### src/rtl/board_input_conditioner.sv
// board_input_conditioner
// Synchronises and debounces raw push-buttons (active-low) and slide switches
// for the Nios II button/switch PIOs, and generates one-cycle press pulses.
// Optional sticky press flags are enabled by defining BUTTON_EDGE_CAPTURE_EN;
// without it edge_flags is tied to 0 and edge_clear is ignored.
module board_input_conditioner #(
  parameter int NUM_BUTTONS     = 4,
  parameter int NUM_SWITCHES    = 10,
  parameter int DEBOUNCE_CYCLES = 500000
) (
  input  logic                    clk_clk,
  input  logic                    reset_reset_n,
  input  logic [NUM_BUTTONS-1:0]  key_n_raw,
  input  logic [NUM_SWITCHES-1:0] sw_raw,
  output logic [NUM_BUTTONS-1:0]  button_state,
  output logic [NUM_BUTTONS-1:0]  button_press,
  output logic [NUM_SWITCHES-1:0] switch_state,
  input  logic [NUM_BUTTONS-1:0]  edge_clear,
  output logic [NUM_BUTTONS-1:0]  edge_flags
);

  localparam int              CW       = $clog2(DEBOUNCE_CYCLES + 1);
  localparam logic [CW-1:0]   LOAD_VAL = CW'(DEBOUNCE_CYCLES - 1);

  // Shared encoding: button RELEASED/CONFIRM_PRESS/PRESSED/CONFIRM_RELEASE,
  // switch LOW/CONFIRM_HIGH/HIGH/CONFIRM_LOW.
  localparam logic [1:0] ST_IDLE    = 2'd0;
  localparam logic [1:0] ST_CONF_ON = 2'd1;
  localparam logic [1:0] ST_ON      = 2'd2;
  localparam logic [1:0] ST_CONF_OFF = 2'd3;

  logic [NUM_BUTTONS-1:0]  r_key_meta;
  logic [NUM_BUTTONS-1:0]  r_key_sync;
  logic [NUM_SWITCHES-1:0] r_sw_meta;
  logic [NUM_SWITCHES-1:0] r_sw_sync;

  // Two-flop synchronisers; keys idle at 1 (released), switches at 0.
  always_ff @(posedge clk_clk or negedge reset_reset_n) begin
    if (!reset_reset_n) begin
      r_key_meta <= '1;
      r_key_sync <= '1;
      r_sw_meta  <= '0;
      r_sw_sync  <= '0;
    end else begin
      r_key_meta <= key_n_raw;
      r_key_sync <= r_key_meta;
      r_sw_meta  <= sw_raw;
      r_sw_sync  <= r_sw_meta;
    end
  end

  genvar gi;

  generate
    for (gi = 0; gi < NUM_BUTTONS; gi++) begin : g_btn
      logic          w_pressed;
      logic [1:0]    r_fsm;
      logic [CW-1:0] r_cnt;
      logic          r_state;
      logic          r_press;

      assign w_pressed        = ~r_key_sync[gi];
      assign button_state[gi] = r_state;
      assign button_press[gi] = r_press;

      // Button debounce FSM: a level change must hold for the full count;
      // any bounce returns to the previous stable state and discards the count.
      always_ff @(posedge clk_clk or negedge reset_reset_n) begin
        if (!reset_reset_n) begin
          r_fsm   <= ST_IDLE;
          r_cnt   <= '0;
          r_state <= 1'b0;
          r_press <= 1'b0;
        end else begin
          r_press <= 1'b0;
          case (r_fsm)
            ST_IDLE: begin
              if (w_pressed) begin
                r_fsm <= ST_CONF_ON;
                r_cnt <= LOAD_VAL;
              end
            end
            ST_CONF_ON: begin
              if (!w_pressed) begin
                r_fsm <= ST_IDLE;
                r_cnt <= '0;
              end else if (r_cnt == '0) begin
                r_fsm   <= ST_ON;
                r_state <= 1'b1;
                r_press <= 1'b1;
              end else begin
                r_cnt <= r_cnt - 1'b1;
              end
            end
            ST_ON: begin
              if (!w_pressed) begin
                r_fsm <= ST_CONF_OFF;
                r_cnt <= LOAD_VAL;
              end
            end
            ST_CONF_OFF: begin
              if (w_pressed) begin
                r_fsm <= ST_ON;
                r_cnt <= '0;
              end else if (r_cnt == '0) begin
                r_fsm   <= ST_IDLE;
                r_state <= 1'b0;
              end else begin
                r_cnt <= r_cnt - 1'b1;
              end
            end
            default: begin
              r_fsm <= ST_IDLE;
              r_cnt <= '0;
            end
          endcase
        end
      end
    end

    for (gi = 0; gi < NUM_SWITCHES; gi++) begin : g_sw
      logic          w_level;
      logic [1:0]    r_fsm;
      logic [CW-1:0] r_cnt;
      logic          r_state;

      assign w_level          = r_sw_sync[gi];
      assign switch_state[gi] = r_state;

      // Switch debounce FSM: same confirm scheme as the buttons, no pulse.
      always_ff @(posedge clk_clk or negedge reset_reset_n) begin
        if (!reset_reset_n) begin
          r_fsm   <= ST_IDLE;
          r_cnt   <= '0;
          r_state <= 1'b0;
        end else begin
          case (r_fsm)
            ST_IDLE: begin
              if (w_level) begin
                r_fsm <= ST_CONF_ON;
                r_cnt <= LOAD_VAL;
              end
            end
            ST_CONF_ON: begin
              if (!w_level) begin
                r_fsm <= ST_IDLE;
                r_cnt <= '0;
              end else if (r_cnt == '0) begin
                r_fsm   <= ST_ON;
                r_state <= 1'b1;
              end else begin
                r_cnt <= r_cnt - 1'b1;
              end
            end
            ST_ON: begin
              if (!w_level) begin
                r_fsm <= ST_CONF_OFF;
                r_cnt <= LOAD_VAL;
              end
            end
            ST_CONF_OFF: begin
              if (w_level) begin
                r_fsm <= ST_ON;
                r_cnt <= '0;
              end else if (r_cnt == '0) begin
                r_fsm   <= ST_IDLE;
                r_state <= 1'b0;
              end else begin
                r_cnt <= r_cnt - 1'b1;
              end
            end
            default: begin
              r_fsm <= ST_IDLE;
              r_cnt <= '0;
            end
          endcase
        end
      end
    end
  endgenerate

`ifdef BUTTON_EDGE_CAPTURE_EN
  logic [NUM_BUTTONS-1:0] r_edge_flags;

  assign edge_flags = r_edge_flags;

  // Sticky press flags: a press in the same cycle as a clear keeps the flag set.
  always_ff @(posedge clk_clk or negedge reset_reset_n) begin
    if (!reset_reset_n) begin
      r_edge_flags <= '0;
    end else begin
      r_edge_flags <= (r_edge_flags & ~edge_clear) | button_press;
    end
  end
`else
  logic [NUM_BUTTONS-1:0] w_unused_edge_clear;

  assign w_unused_edge_clear = edge_clear;
  assign edge_flags          = '0;
`endif

endmodule

### config.mk
export PLATFORM = sky130hd
export DESIGN_NAME = board_input_conditioner
export DESIGN_NICKNAME = d
export VERILOG_FILES = /design/src/rtl/board_input_conditioner.sv
export SDC_FILE = /design/constraint.sdc
export NUM_CORES = 1
export LEC_CHECK = 0
export CORE_ASPECT_RATIO = 0.75
export CORE_MARGIN = 8
export CORE_UTILIZATION = 65
export DETAILED_ROUTE_END_ITERATION = 8
export DONT_BUFFER_PORTS = 1
export GPL_ROUTABILITY_DRIVEN = 0
export HOLD_SLACK_MARGIN = 0.05
export PLACE_DENSITY = 0.92
export SLEW_MARGIN = 5
export SYNTH_ARGS = -nofsm -noshare
export SYNTH_HDL_FRONTEND = slang
export SYNTH_SLANG_ARGS = --single-unit
### constraint.sdc
create_clock -name clk_clk -period 3.2 [get_ports clk_clk]
set_input_delay 0.32 -clock clk_clk [delete_from_list [all_inputs] [get_ports clk_clk]]
set_output_delay 0.32 -clock clk_clk [all_outputs]
set_load 0.02 [all_outputs]
# Yosys cells after proc, flatten, opt, wreduce, memory -nomap -nowiden
# Cells that the tools add are included.
[classes] n_addsub=14 eq_ne=154 muxes=264 reduce_logical=84
[op_table] operator="19-bit 2-to-1 mux" n=70
[op_table] operator="19-bit case mux with 4 select lines" n=14
[op_table] operator="19-bit logical NOT" n=14
[op_table] operator="19-bit by 1-bit subtractor with 19-bit output, second input constant" n=14
[op_table] operator="2-bit 2-to-1 mux" n=84
[op_table] operator="2-bit != test, second input constant" n=84
[op_table] operator="2-bit case mux with 4 select lines" n=14
[op_table] operator="3-bit != test, second input constant" n=28
[op_table] operator="5-bit AND reduction" n=14
[op_table] operator="1-bit 2-to-1 mux" n=68
[op_table] operator="2-bit == test, second input constant" n=28
[op_table] operator="4-bit AND reduction" n=14
[op_table] operator="2-bit by 1-bit == test with 1-bit output, second input constant" n=14
[op_table] operator="2-bit logical NOT" n=14
[op_table] operator="1-bit case mux with 2 select lines" n=14
[op_table] operator="2-bit AND reduction" n=14
[op_table] operator="2-bit nonzero test" n=14
[totals] ff_bits=340 inputBits=20 elab_cells=566

# Depth between registers and ports, before layout
# Gate-level depths: netlist of the first run.
[depth] word_depth=4 depth_mapped=9

# Least setup slack after synthesis of the first run
# OpenSTA, ideal clock, no wires.
[synth_timing] path_kind="reg2reg" from="reg g_sw[1].r_cnt[0]" to="reg g_sw[1].r_cnt[0]" arrival_ns=2.196 required_time_ns=3.079 setup_slack_ns=0.883 path_stages_with_launch=8 path_buffers=0 period_less_slack_ns=2.317 cell_sequence="dfrtp_1 -> inv_1 -> ha_1 -> or3b_2 -> or4_1 -> nor2_1 -> a21oi_1 -> o22a_1"
[synth_via] elab_chain_cells=4
[synth_rtl] element="start, declared" line="124" source="logic [CW-1:0] r_cnt;"
[synth_rtl] element="start signal, assigned" line="152" source="r_cnt <= r_cnt - 1'b1;"
[synth_rtl] element="start signal, assigned" line="169" source="r_cnt <= r_cnt - 1'b1;"
[synth_rtl] element="19-bit by 1-bit subtractor with 19-bit output or 19-bit logical NOT (tied branches)"
[synth_rtl] element="19-bit 2-to-1 mux *" line="148, 165"
[synth_rtl] element="19-bit 2-to-1 mux, on equally long branches" line="162, 145"
[synth_rtl] element="19-bit case mux with 4 select lines *" line="137" source="case (r_fsm)"
# Every way passes the cells marked *; elsewhere a longest branch is shown, timed or not.
# A chain may end at the register's enable or synchronous reset.

# Worst setup path in the final report of the first run
[layout_timing] from="reg g_sw[5].r_cnt[10]" to="reg g_sw[5].r_cnt[8]"
[layout_via] elab_chain_cells=4
[layout_rtl] element="start, declared" line="124"
[layout_rtl] element="start signal, assigned" line="152"
[layout_rtl] element="start signal, assigned" line="169"
[layout_rtl] element="19-bit logical NOT *" line="148, 165"
[layout_rtl] element="19-bit 2-to-1 mux *"
[layout_rtl] element="19-bit 2-to-1 mux, on equally long branches"
[layout_rtl] element="19-bit case mux with 4 select lines *"
# Marked as above.

==> results of run 1 <==
[worst min-delay path by stage]
stage / start / slack, ns / end / cells after the start
after floorplan: reset_reset_n / 0.02 / async pin / 0
after global placement: reset_reset_n / 0.05 / g_sw[7].r_cnt[2]$_DFFE_PN0P_ / 0
after detailed placement: reset_reset_n / 0.05 / g_sw[3].r_cnt[5]$_DFFE_PN0P_ / 0
after CTS: reset_reset_n / -0.51 / g_sw[8].r_cnt[12]$_DFFE_PN0P_ / 0
after global routing: reset_reset_n / -0.51 / g_sw[3].r_cnt[6]$_DFFE_PN0P_ / 0
final: reset_reset_n / -0.49 / g_sw[3].r_cnt[13]$_DFFE_PN0P_ / 0
[area by class of cell]
type	count	share of cell area
Multi-Input combinational cell	1585	0.4749
Sequential cell	340	0.4114
Clock buffer	50	0.05095
Tap cell	392	0.02369
Timing Repair Buffer	52	0.02055
Inverter	57	0.01033
Clock inverter	14	0.008159
[flip-flops by register name, summed over array words and instances, names as in the netlist, named ones only]
| signal | flops |
|---|---|
| r_key_sync | 4 |
| g_btn.r_cnt | 76 |
| g_sw.r_cnt | 190 |
| r_sw_meta | 10 |
| g_sw.r_fsm | 10 |
| g_btn.r_press | 4 |
| g_btn.r_fsm | 4 |
| g_btn.r_state | 4 |
| r_sw_sync | 10 |
| r_key_meta | 4 |
| g_sw.r_state | 10 |
[power by group through the flow]
stage          logic (uW)  registers, uW  clock network (uW)
3_3_place_gp         1290           5070                   0
4_1_cts              1410           5030                4390
6_report             1430           5040                4320
3_5_place_dp         1380           5100                   0
2_1_floorplan        1170           4950                   0
5_1_grt              1590           5090                4570
[routing by layer]
metal  vias up  track usage  share of wire
li1       7735            -              -
met4         0      0.07389          0.018
met3        96      0.03880          0.071
met1      7992       0.3277           0.44
met5         -            0              0
met2       719       0.3933           0.47
[metrics by stage]
step | cell area [sq um] | power, uW
floorplan | 19120 | 6124
global placement | 19340 | 6355
detailed placement | 19340 | 6472
CTS | 20700 | 10830
global route | 20700 | 11250
finish | 20700 | 10780
[critical path: stages, from the launching register on]
cell                       delay (ns)
sky130_fd_sc_hd__dfrtp_1         0.44
sky130_fd_sc_hd__nor4_1          0.60
sky130_fd_sc_hd__nand4_1         0.54
sky130_fd_sc_hd__or2_2           0.54
sky130_fd_sc_hd__a311oi_1        0.35
sky130_fd_sc_hd__nor3_1          0.10
[cell usage in the layout, fill, tap and decap left out, types with 15 or more instances in the layout]
cell and n:
sky130_fd_sc_hd__nor2_1 189, sky130_fd_sc_hd__a211oi_1 15, sky130_fd_sc_hd__o31ai_1 21, sky130_fd_sc_hd__nand3_1 68, sky130_fd_sc_hd__buf_4 38, sky130_fd_sc_hd__nand2_1 177, sky130_fd_sc_hd__clkbuf_16 37, sky130_fd_sc_hd__o41ai_1 21
sky130_fd_sc_hd__o21ai_0 131, sky130_fd_sc_hd__nand4_1 33, sky130_fd_sc_hd__o22ai_1 115, sky130_fd_sc_hd__inv_1 57, sky130_fd_sc_hd__a21oi_1 109, sky130_fd_sc_hd__nor4_1 65, sky130_fd_sc_hd__xnor2_1 95, sky130_fd_sc_hd__dfrtp_1 332
sky130_fd_sc_hd__or3_1 25, sky130_fd_sc_hd__a2bb2oi_1 19, sky130_fd_sc_hd__a31oi_1 41, sky130_fd_sc_hd__ha_1 28, sky130_fd_sc_hd__nor3_1 63, sky130_fd_sc_hd__or4_1 37, sky130_fd_sc_hd__and2_1 17, sky130_fd_sc_hd__o211ai_1 23
sky130_fd_sc_hd__xor2_1 60
[logic make-up (layout without fill, tap and decap cells)]
group                    after synthesis  after routing  share of synthesized area
buffers and inverters                177            173                    0.04008
multiplexers                          22             22                    0.01231
AND/OR/NAND/NOR                      787            787                     0.2142
AO/OA/AOI/OAI                        589            589                     0.1980
other                                  1              4                  0.0001963
flip-flops                           340            340                     0.4459
XOR/XNOR                             155            155                    0.07106
adder cells (fa/ha/maj)               28             28                    0.01834
==> summary.txt, run 1 <==
Run status
  – Result of the run: finished, violations left
  – Violations in the final reports: negative hold slack

Route
  – Count of antenna-violating nets left after detailed routing: 0
  – DRC: 0
  – Vias: approximately 17000
  – Number of iterations in the first detailed-routing pass: 6
  – Routed wire length per instance: 17.44 um
  – Wire length reported by the detailed router: 43.43 mm
  – Vias per Instance: between 6 and 7
  – Violation count after the first detailed-routing iteration: 1792

Synthesis
  – Synth Instances: 2099
  – Ranking of synthesized cells by area: sky130_fd_sc_hd__dfrtp_1 (43%), sky130_fd_sc_hd__xnor2_1 (4.4%), sky130_fd_sc_hd__o22ai_1 (3.8%)
  – Dominant cell type by area after synthesis: sky130_fd_sc_hd__dfrtp_1
  – Dominant cell by count in the synthesized netlist: sky130_fd_sc_hd__dfrtp_1
  – Yosys Warn Count: 0
  – Synth Area per Inst: 9.102 sq um
  – Top_reg_cell synth: sky130_fd_sc_hd__dfrtp_1
  – Post-synthesis sequential element count: 340
  – Sequential fraction of the synthesis area: 0.4459
  – Post-synth top area share: 0.4349
  – Unique masters post-synth: 79
  – Count of flip-flops with a built-in enable after synthesis: 0
  – Proportion of register bits with asynchronous set or reset after synthesis: 1.000
  – Netlist area before placement: between 15000 and 20000 sq um
  – Leading cell types by count after synthesis: sky130_fd_sc_hd__dfrtp_1 (332), sky130_fd_sc_hd__nor2_1 (189), sky130_fd_sc_hd__nand2_1 (177)

Global route
  – Vias in the first global route: between 15000 and 20000
  – Total congestion overflow after global routing: 0
  – Largest net degree at the start of global routing: 341
  – GRT Util Overall: 0.2400
  – Wire length of the first global-routing pass: 74.01 mm
  – Number of antenna violations at the first check in global routing: 0

Critical path
  – Endpoint required time on the critical path: around 3.6 ns
  – Last element of the critical path: g_sw[5].r_cnt[8]$_DFFE_PN0P_
  – Worst reg2reg path endpoint: g_sw[5].r_cnt[8]$_DFFE_PN0P_
  – CP Capture Type: flop
  – Largest fanout on the critical path: 12
  – Worst setup slack for register-to-register paths: 0.50 ns
  – Reg-to-reg startpoint: g_sw[5].r_cnt[10]$_DFFE_PN0P_
  – Number of cells traversed by the worst register-to-register path: 5
  – Element type at the critical path start: flop
  – Setup crit start: g_sw[5].r_cnt[10]$_DFFE_PN0P_
  – Worst endpoint data arrival time: 3.09 ns
  – Startpoint-to-endpoint class of the critical path: reg2reg

Pwr
  – Switching share of total power: 0.2794
  – Internal power component: 7772 uW
  – Register share of total power: 0.468
  – Worst VDD drop: 564.8 uV
  – Total power per unit cell area: 520.9 nW/um^2
  – Switching power: roughly 3000 uW
  – Clock share of power: 0.400
  – Power share of the combinational group: 0.132
  – Cell leakage power: 0.008097 uW

Clocking
  – CTS resizes: 0
  – Root Buffer: sky130_fd_sc_hd__clkbuf_16
  – Clock-pin slew reported for the worst setup and hold paths after clock tree synthesis: 0.06 ns
  – Number of buffers added by the clock tree synthesis step: 36
  – Number of buffers on the longest clock path: 3
  – Hold buffer count at cts: 14
  – Number of setup buffers added after CTS: 0
  – H-tree lvl count: 2
  – CTS tree: yes
  – Skew-Pair Late Insertion Delay: 0.52 ns
  – Sink count of the clock tree: 340

Floorplanning
  – Count of boundary I/O pins: 42
  – Number of placement rows: 54
  – Core region area: 28990 sq um
  – Initial Utilization: 0.6591
  – Floorplan die area: around 35000 sq um
  – Horiz. Die Dim: 214.0 um
  – Height of the chip: 164.5 um

Layout
  – Post-layout net count: 2120
  – Fraction of layout instances using a drive strength above 1: 0.07531
  – Fraction of the core area covered by cells at the end of the flow: 0.7143
  – Final cell count without fillers: 2490
  – Area overhead of the layout relative to synthesis: 8.370%
  – Register area: 8518 sq um
  – Diode count: 0
  – Fill cells: 1994
  – Area used by multi-input combinational logic: about 10000 sq um

Placed design
  – Worst slack, placed: 0.5531 ns
  – Total of buffers placed on input and output ports: 0
  – Placed cell count: roughly 2400
  – Post-DP HPWL: 27.45 mm

STA
  – Worst-case hold slack: -0.4937 ns
  – Worst rel slew slack: 0.2360
  – Setup repair after global routing missed its margin: false
  – Min Tclk post-route: between 2 and 3 ns
  – Final Hold Viols: 337
  – Summed negative setup slack over all endpoints: 0 ns
  – Maximum achievable frequency: 0.3706 GHz
  – Slew at the pin closest to its max-slew limit: 1.138 ns
  – Min setup slack post-route: 0.5015 ns
  – Number of pins with negative max-slew slack in the final report: 0
  – Worst setup skew after layout: 0.01423 ns
  – Final critical-path share of the clock period: 0.8433
  – Setup Viol. Count Final: 0

Flow run
  – Max-cap check violation count: 0

Hold path
  – Worst min-delay path category: in2async
Power figures use the tool's default switching activity.
==> inputs of run 2 (changes only) <==
==> constraint.sdc (replaced) <==
create_clock -name clk_clk -period 2.5 [get_ports clk_clk]
set_input_delay 0.25 -clock clk_clk [delete_from_list [all_inputs] [get_ports clk_clk]]
set_output_delay 0.25 -clock clk_clk [all_outputs]
set_load 0.02 [all_outputs]
==> summary.txt, run 2 (synthesized netlist as in run 1, its figures left out) <==
Global route
  – Largest net degree at the start of global routing: around 340
  – Total congestion overflow after global routing: 0
  – Wire length of the first global-routing pass: 75.31 mm
  – GRT Util Overall: 0.2435
  – Number of antenna violations at the first check in global routing: 0
  – Vias in the first global route: 15760

Floorplanning
  – Core region area: 28990 sq um
  – Floorplan die area: 35190 sq um
  – Horiz. Die Dim: 214.0 um
  – Height of the chip: 164.5 um
  – Initial Utilization: 0.6591
  – Count of boundary I/O pins: 42
  – Number of placement rows: 54

Placed design
  – Placed cell count: 2455
  – Total of buffers placed on input and output ports: 0
  – Worst slack, placed: 0.1563 ns
  – Post-DP HPWL: 27.94 mm

Route
  – Wire length reported by the detailed router: 43.73 mm
  – Routed wire length per instance: 17.29 um
  – Top routing layer in use: met4
  – Met3 WL: 2.834 mm
  – Count of antenna-violating nets left after detailed routing: 0
  – Sum of routed wire segments on met1: 19.30 mm
  – Metal2 WL: between 20 and 25 mm
  – DRC: 0
  – Vias per Instance: 6.631
  – Number of iterations in the first detailed-routing pass: 6
  – Vias: between 15000 and 20000
  – Violation count after the first detailed-routing iteration: 2023

Layout
  – Largest register FFs: 190
  – Largest registers: g_sw.r_cnt (190), g_btn.r_cnt (76)
  – Area overhead of the layout relative to synthesis: 9.778%
  – Final cell count without fillers: 2529
  – Register area: 8518 sq um
  – Fraction of layout instances using a drive strength above 1: 0.09172
  – Biggest register: g_sw.r_cnt
  – Diode count: 0
  – Fill cells: roughly 1900
  – Area used by multi-input combinational logic: 9838 sq um
  – Commonest non-fill, non-tap cells in the layout: sky130_fd_sc_hd__dfrtp_1 (332), sky130_fd_sc_hd__nor2_1 (189), sky130_fd_sc_hd__nand2_1 (177)
  – Most frequent standard cell in the layout excluding fill and tap cells: sky130_fd_sc_hd__dfrtp_1
  – Post-layout net count: 2162

Flow run
  – Max-cap check violation count: 0

STA
  – Worst-case hold slack: -0.5602 ns
  – Min Tclk post-route: 2.419 ns
  – Setup repair after global routing missed its margin: false
  – Min setup slack post-route: ~0.08 ns
  – Final Hold Viols: 338
  – Setup Viol. Count Final: 0
  – Worst setup skew after layout: 0.01199 ns
  – Summed negative setup slack over all endpoints: 0 ns
  – Worst rel slew slack: 0.1881
  – Maximum achievable frequency: 0.4134 GHz
  – Number of pins with negative max-slew slack in the final report: 0
  – Final critical-path share of the clock period: 0.9676
  – Slew at the pin closest to its max-slew limit: 1.209 ns

Pwr
  – Worst VDD drop: ~540 uV
  – Tot Pwr: 13700 uW
  – Cell leakage power: 0.008286 uW
  – Total power per unit cell area: 653.3 nW/um^2

Run status
  – Violations in the final reports: negative hold slack
  – Result of the run: finished, violations left

Critical path
  – Largest fanout on the critical path: 5
  – Element type at the critical path start: flop
  – Worst reg2reg path endpoint: g_sw[1].r_state$_DFFE_PN0P_
  – Number of cells traversed by the worst register-to-register path: 7
  – Worst endpoint data arrival time: ~2.8 ns
  – Worst setup slack for register-to-register paths: around 0.081 ns
  – Startpoint-to-endpoint class of the critical path: reg2reg
  – Endpoint required time on the critical path: 2.91 ns
  – Reg-to-reg startpoint: g_sw[1].r_cnt[0]$_DFFE_PN0P_
  – CP Capture Type: flop

Clocking
  – CTS tree: yes
  – Number of buffers on the longest clock path: 3
  – Root Buffer: sky130_fd_sc_hd__clkbuf_16
  – Number of setup buffers added after CTS: 0
  – Hold buffer count at cts: 14
  – Clock-pin slew reported for the worst setup and hold paths after clock tree synthesis: about 0.070 ns
  – Number of buffers added by the clock tree synthesis step: 35
  – Skew-Pair Late Insertion Delay: 0.53 ns
  – H-tree lvl count: 2
  – Sink count of the clock tree: 340

Hold path
  – Worst min-delay path category: in2async
[run 2: cell types whose count changed in the layout (fill, tap and decap cells not counted)]
cell                         previous run  this run
sky130_fd_sc_hd__buf_4                 38        81
sky130_fd_sc_hd__clkbuf_1               5         7
sky130_fd_sc_hd__clkbuf_8               8         5
sky130_fd_sc_hd__clkinv_4               2         1
sky130_fd_sc_hd__clkinvlp_4             4         2
sky130_fd_sc_hd__inv_6                  0         1
sky130_fd_sc_hd__inv_8                  1         0
sky130_fd_sc_hd__nor4b_1               13        12
sky130_fd_sc_hd__nor4b_2                0         1
[run 2: worst max path at each step]
stage / startpoint / end / slack [ns] / cells past startpoint
finish: g_sw[1].r_cnt[0]$_DFFE_PN0P_ / g_sw[1].r_state$_DFFE_PN0P_ / 0.08 / 7
detailed placement: g_sw[6].r_cnt[11]$_DFFE_PN0P_ / g_sw[6].r_cnt[18]$_DFFE_PN0P_ / 0.16 / 5
global placement: g_sw[1].r_cnt[0]$_DFFE_PN0P_ / g_sw[1].r_state$_DFFE_PN0P_ / 0.19 / 7
global route: g_sw[1].r_cnt[0]$_DFFE_PN0P_ / g_sw[1].r_state$_DFFE_PN0P_ / 0.005 / 7
CTS: g_sw[1].r_cnt[0]$_DFFE_PN0P_ / g_sw[1].r_state$_DFFE_PN0P_ / 0.11 / 7
floorplan: g_sw[1].r_cnt[0]$_DFFE_PN0P_ / g_sw[1].r_cnt[0]$_DFFE_PN0P_ / 0.18 / 7
[run 2: final cells by class]
cell class,count,share of cell area
timing repair buffer,95,0.03568
tap,392,0.02339
clock buffer,49,0.04868
inverter,57,0.01020
sequential,340,0.4062
clock inverter,11,0.006801
multi-input combinational,1585,0.4691
[run 2: per-layer routing]
metal	vias to the layer above	GRT usage
li1	7830	-
met1	8177	0.3356
met2	680	0.3990
met3	83	0.03825
met4	0	0.06888
met5	-	0
[run 2: stage by stage]
step,instance area [sq um],util
6_report,20970,0.7236
5_1_grt,20970,0.7236
4_1_cts,20970,0.7233
3_5_place_dp,19660,0.6784
3_3_place_gp,19660,0.6784
2_1_floorplan,19120,-
[run 2: worst max-delay path, stage by stage (launching register included)]
cell	delay, ns
sky130_fd_sc_hd__dfrtp_1	0.42
sky130_fd_sc_hd__inv_1	0.10
sky130_fd_sc_hd__ha_1	0.14
sky130_fd_sc_hd__or3b_2	0.46
sky130_fd_sc_hd__or4_1	0.48
sky130_fd_sc_hd__or2_2	0.36
sky130_fd_sc_hd__o31ai_1	0.24
sky130_fd_sc_hd__a21oi_1	0.11
[run 2: what timing repair did]
action	CTS	global route
setup endpoints to repair	0	3
endpoints found under the hold margin	354	340
gates resized for setup	0	1
[run 2: power by group]
group	switching (uW)	total (uW)	internal [uW]	leakage, uW
clock network	2180	5350	3170	0.000567
logic	1070	1910	831	0.00346
registers	555	6440	5890	0.00425
total	3810	13700	9890	0.00829
==> inputs of run 3 (changes only) <==
--- a/config.mk
+++ b/config.mk
@@ -6,7 +6,7 @@
 export NUM_CORES = 1
 export LEC_CHECK = 0
 export CORE_ASPECT_RATIO = 0.75
-export CORE_MARGIN = 8
+export CORE_MARGIN = 2
 export CORE_UTILIZATION = 65
 export DETAILED_ROUTE_END_ITERATION = 8
 export DONT_BUFFER_PORTS = 1
==> summary.txt, run 3 (synthesized netlist as in run 1, its figures left out) <==
Run status
  – Result of the run: finished, violations left
  – Violations in the final reports: negative hold slack

Global route
  – Largest net degree at the start of global routing: ~340
  – Vias in the first global route: 16180
  – Total congestion overflow after global routing: 0
  – GRT Util Overall: 0.2847
  – Number of antenna violations at the first check in global routing: 0
  – Wire length of the first global-routing pass: around 76 mm

STA
  – Setup repair after global routing missed its margin: false
  – Worst rel slew slack: 0.2138
  – Worst setup skew after layout: around 0.020 ns
  – Final Hold Viols: 340
  – Number of pins with negative max-slew slack in the final report: 0
  – Worst-case hold slack: -0.5800 ns
  – Setup Viol. Count Final: 0
  – Min Tclk post-route: between 2 and 2.5 ns
  – Summed negative setup slack over all endpoints: 0 ns
  – Final critical-path share of the clock period: 0.9603
  – Maximum achievable frequency: 0.4166 GHz
  – Slew at the pin closest to its max-slew limit: between 1 and 1.5 ns

Layout
  – Largest registers: g_sw.r_cnt (190), g_btn.r_cnt (76)
  – Area overhead of the layout relative to synthesis: 10.16%
  – Biggest register: g_sw.r_cnt
  – Commonest non-fill, non-tap cells in the layout: sky130_fd_sc_hd__dfrtp_1 (332), sky130_fd_sc_hd__nor2_1 (189), sky130_fd_sc_hd__nand2_1 (177)
  – Post-layout net count: between 2000 and 2500
  – Largest register FFs: 190
  – Fraction of layout instances using a drive strength above 1: 0.09579
  – Diode count: 0
  – Most frequent standard cell in the layout excluding fill and tap cells: sky130_fd_sc_hd__dfrtp_1
  – Fill cells: 2009
  – Layout Cell Area excl Fill: ~21000 sq um

Clocking
  – Root Buffer: sky130_fd_sc_hd__clkbuf_16
  – Sink count of the clock tree: 340
  – Number of buffers on the longest clock path: 3
  – H-tree lvl count: 2
  – Number of setup buffers added after CTS: 0
  – CTS tree: yes
  – Skew-Pair Late Insertion Delay: 0.53 ns
  – Number of buffers added by the clock tree synthesis step: 35
  – Clock-pin slew reported for the worst setup and hold paths after clock tree synthesis: 0.07 ns
  – Hold buffer count at cts: 14

Route
  – Vias: 16650
  – Number of iterations in the first detailed-routing pass: 6
  – Vias per Instance: 6.576
  – Routed wire length per instance: 17.23 um
  – Violation count after the first detailed-routing iteration: 1297
  – Wire length reported by the detailed router: 43.63 mm
  – Count of antenna-violating nets left after detailed routing: 0
  – DRC: 0

Critical path
  – Worst endpoint data arrival time: 2.81 ns
  – Endpoint required time on the critical path: 2.91 ns
  – CP Capture Type: flop
  – Startpoint-to-endpoint class of the critical path: reg2reg
  – Element type at the critical path start: flop
  – Largest fanout on the critical path: 11

Floorplanning
  – Floorplan die area: 30790 sq um
  – Horiz. Die Dim: slightly above 200 um
  – Height of the chip: between 150 and 200 um
  – Core region area: 28990 sq um
  – Number of placement rows: 54
  – Initial Utilization: 0.6591
  – Count of boundary I/O pins: 42

Pwr
  – Worst VDD drop: about 570 uV
  – Total power per unit cell area: 660.1 nW/um^2
  – Cell leakage power: 0.008315 uW

Flow run
  – Max-cap check violation count: 0

Hold path
  – Worst min-delay path category: in2async

Placed design
  – Cell area reported after detailed placement: 19660 sq um
  – Post-DP HPWL: 28.26 mm
  – Total of buffers placed on input and output ports: 0
-- run 3: worst paths after layout --
path	cells past startpoint	slack, ns	to	start
worst min-delay path	0	-0.58	async pin	reset_reset_n
min in group clk_clk	1	0.26	r_key_meta[2]$_DFF_PN1_	key_n_raw[2]
worst max-delay path	6	0.1	g_sw[0].r_cnt[8]$_DFFE_PN0P_	g_sw[0].r_cnt[5]$_DFFE_PN0P_
max in group asynchronous	0	2.59	r_key_meta[3]$_DFF_PN1_	reset_reset_n
worst min register to register	0	0.35	r_sw_sync[7]$_DFF_PN0_	r_sw_meta[7]$_DFF_PN0_
worst max register to register	6	0.1	g_sw[0].r_cnt[8]$_DFFE_PN0P_	g_sw[0].r_cnt[5]$_DFFE_PN0P_
-- run 3: repair_timing --
action                                  in CTS  in global routing
endpoints found under the setup margin       0                 17
endpoints found under the hold margin      354                340
resized for setup                            0                  6
-- run 3: layout make-up --
class                   instances  area, sq um  area share
multi-input cells            1585         9858      0.4684
flip-flops and latches        340         8518      0.4047
clock buffers                  46        978.4     0.04649
repair buffers                 94        740.7     0.03519
well taps                     392        490.5     0.02330
clock inverters                18        246.5     0.01171
inverters                      57        214.0     0.01017
-- run 3: layer usage --
metal,up-vias,part of all wire,global-route usage,routed length (um)
met4,0,0.017,0.08018,721
met5,-,0,0,0
met2,691,0.47,0.4526,20520
met3,78,0.073,0.04683,3185
met1,8065,0.44,0.4073,19200
li1,7817,-,-,-
-- run 3: power by group --
group | total (uW) | internal [uW] | switching (uW)
clock network | 5540 | 3310 | 2230
registers | 6430 | 5890 | 544
logic | 1920 | 830 | 1080
total | 13900 | 10000 | 3860
-- run 3: stage by stage --
| stage | cells | hold slack, ns | worst slack [ns] | power, uW | util |
|---|---|---|---|---|---|
| after floorplan | 2102 | -0.04559 | 0.1827 | 7838 | - |
| after global placement | 2454 | -0.02970 | 0.1757 | 8196 | 0.6781 |
| after detailed placement | 2454 | -0.03179 | 0.09060 | 8345 | 0.6781 |
| after CTS | 2532 | -0.5982 | 0.09421 | 13930 | 0.7252 |
| after global routing | 2532 | -0.6030 | 0.003360 | 14530 | 0.7261 |
| final | 2532 | -0.5800 | 0.09936 | 13890 | 0.7261 |
-- run 3: critical path: stages (launching register included) --
cell and delay (ns):
sky130_fd_sc_hd__dfrtp_1 0.44, sky130_fd_sc_hd__or4_4 0.62, sky130_fd_sc_hd__or4_4 0.63, sky130_fd_sc_hd__nor2_4 0.20, sky130_fd_sc_hd__buf_4 0.17, sky130_fd_sc_hd__o311a_1 0.17, sky130_fd_sc_hd__nor3_1 0.05
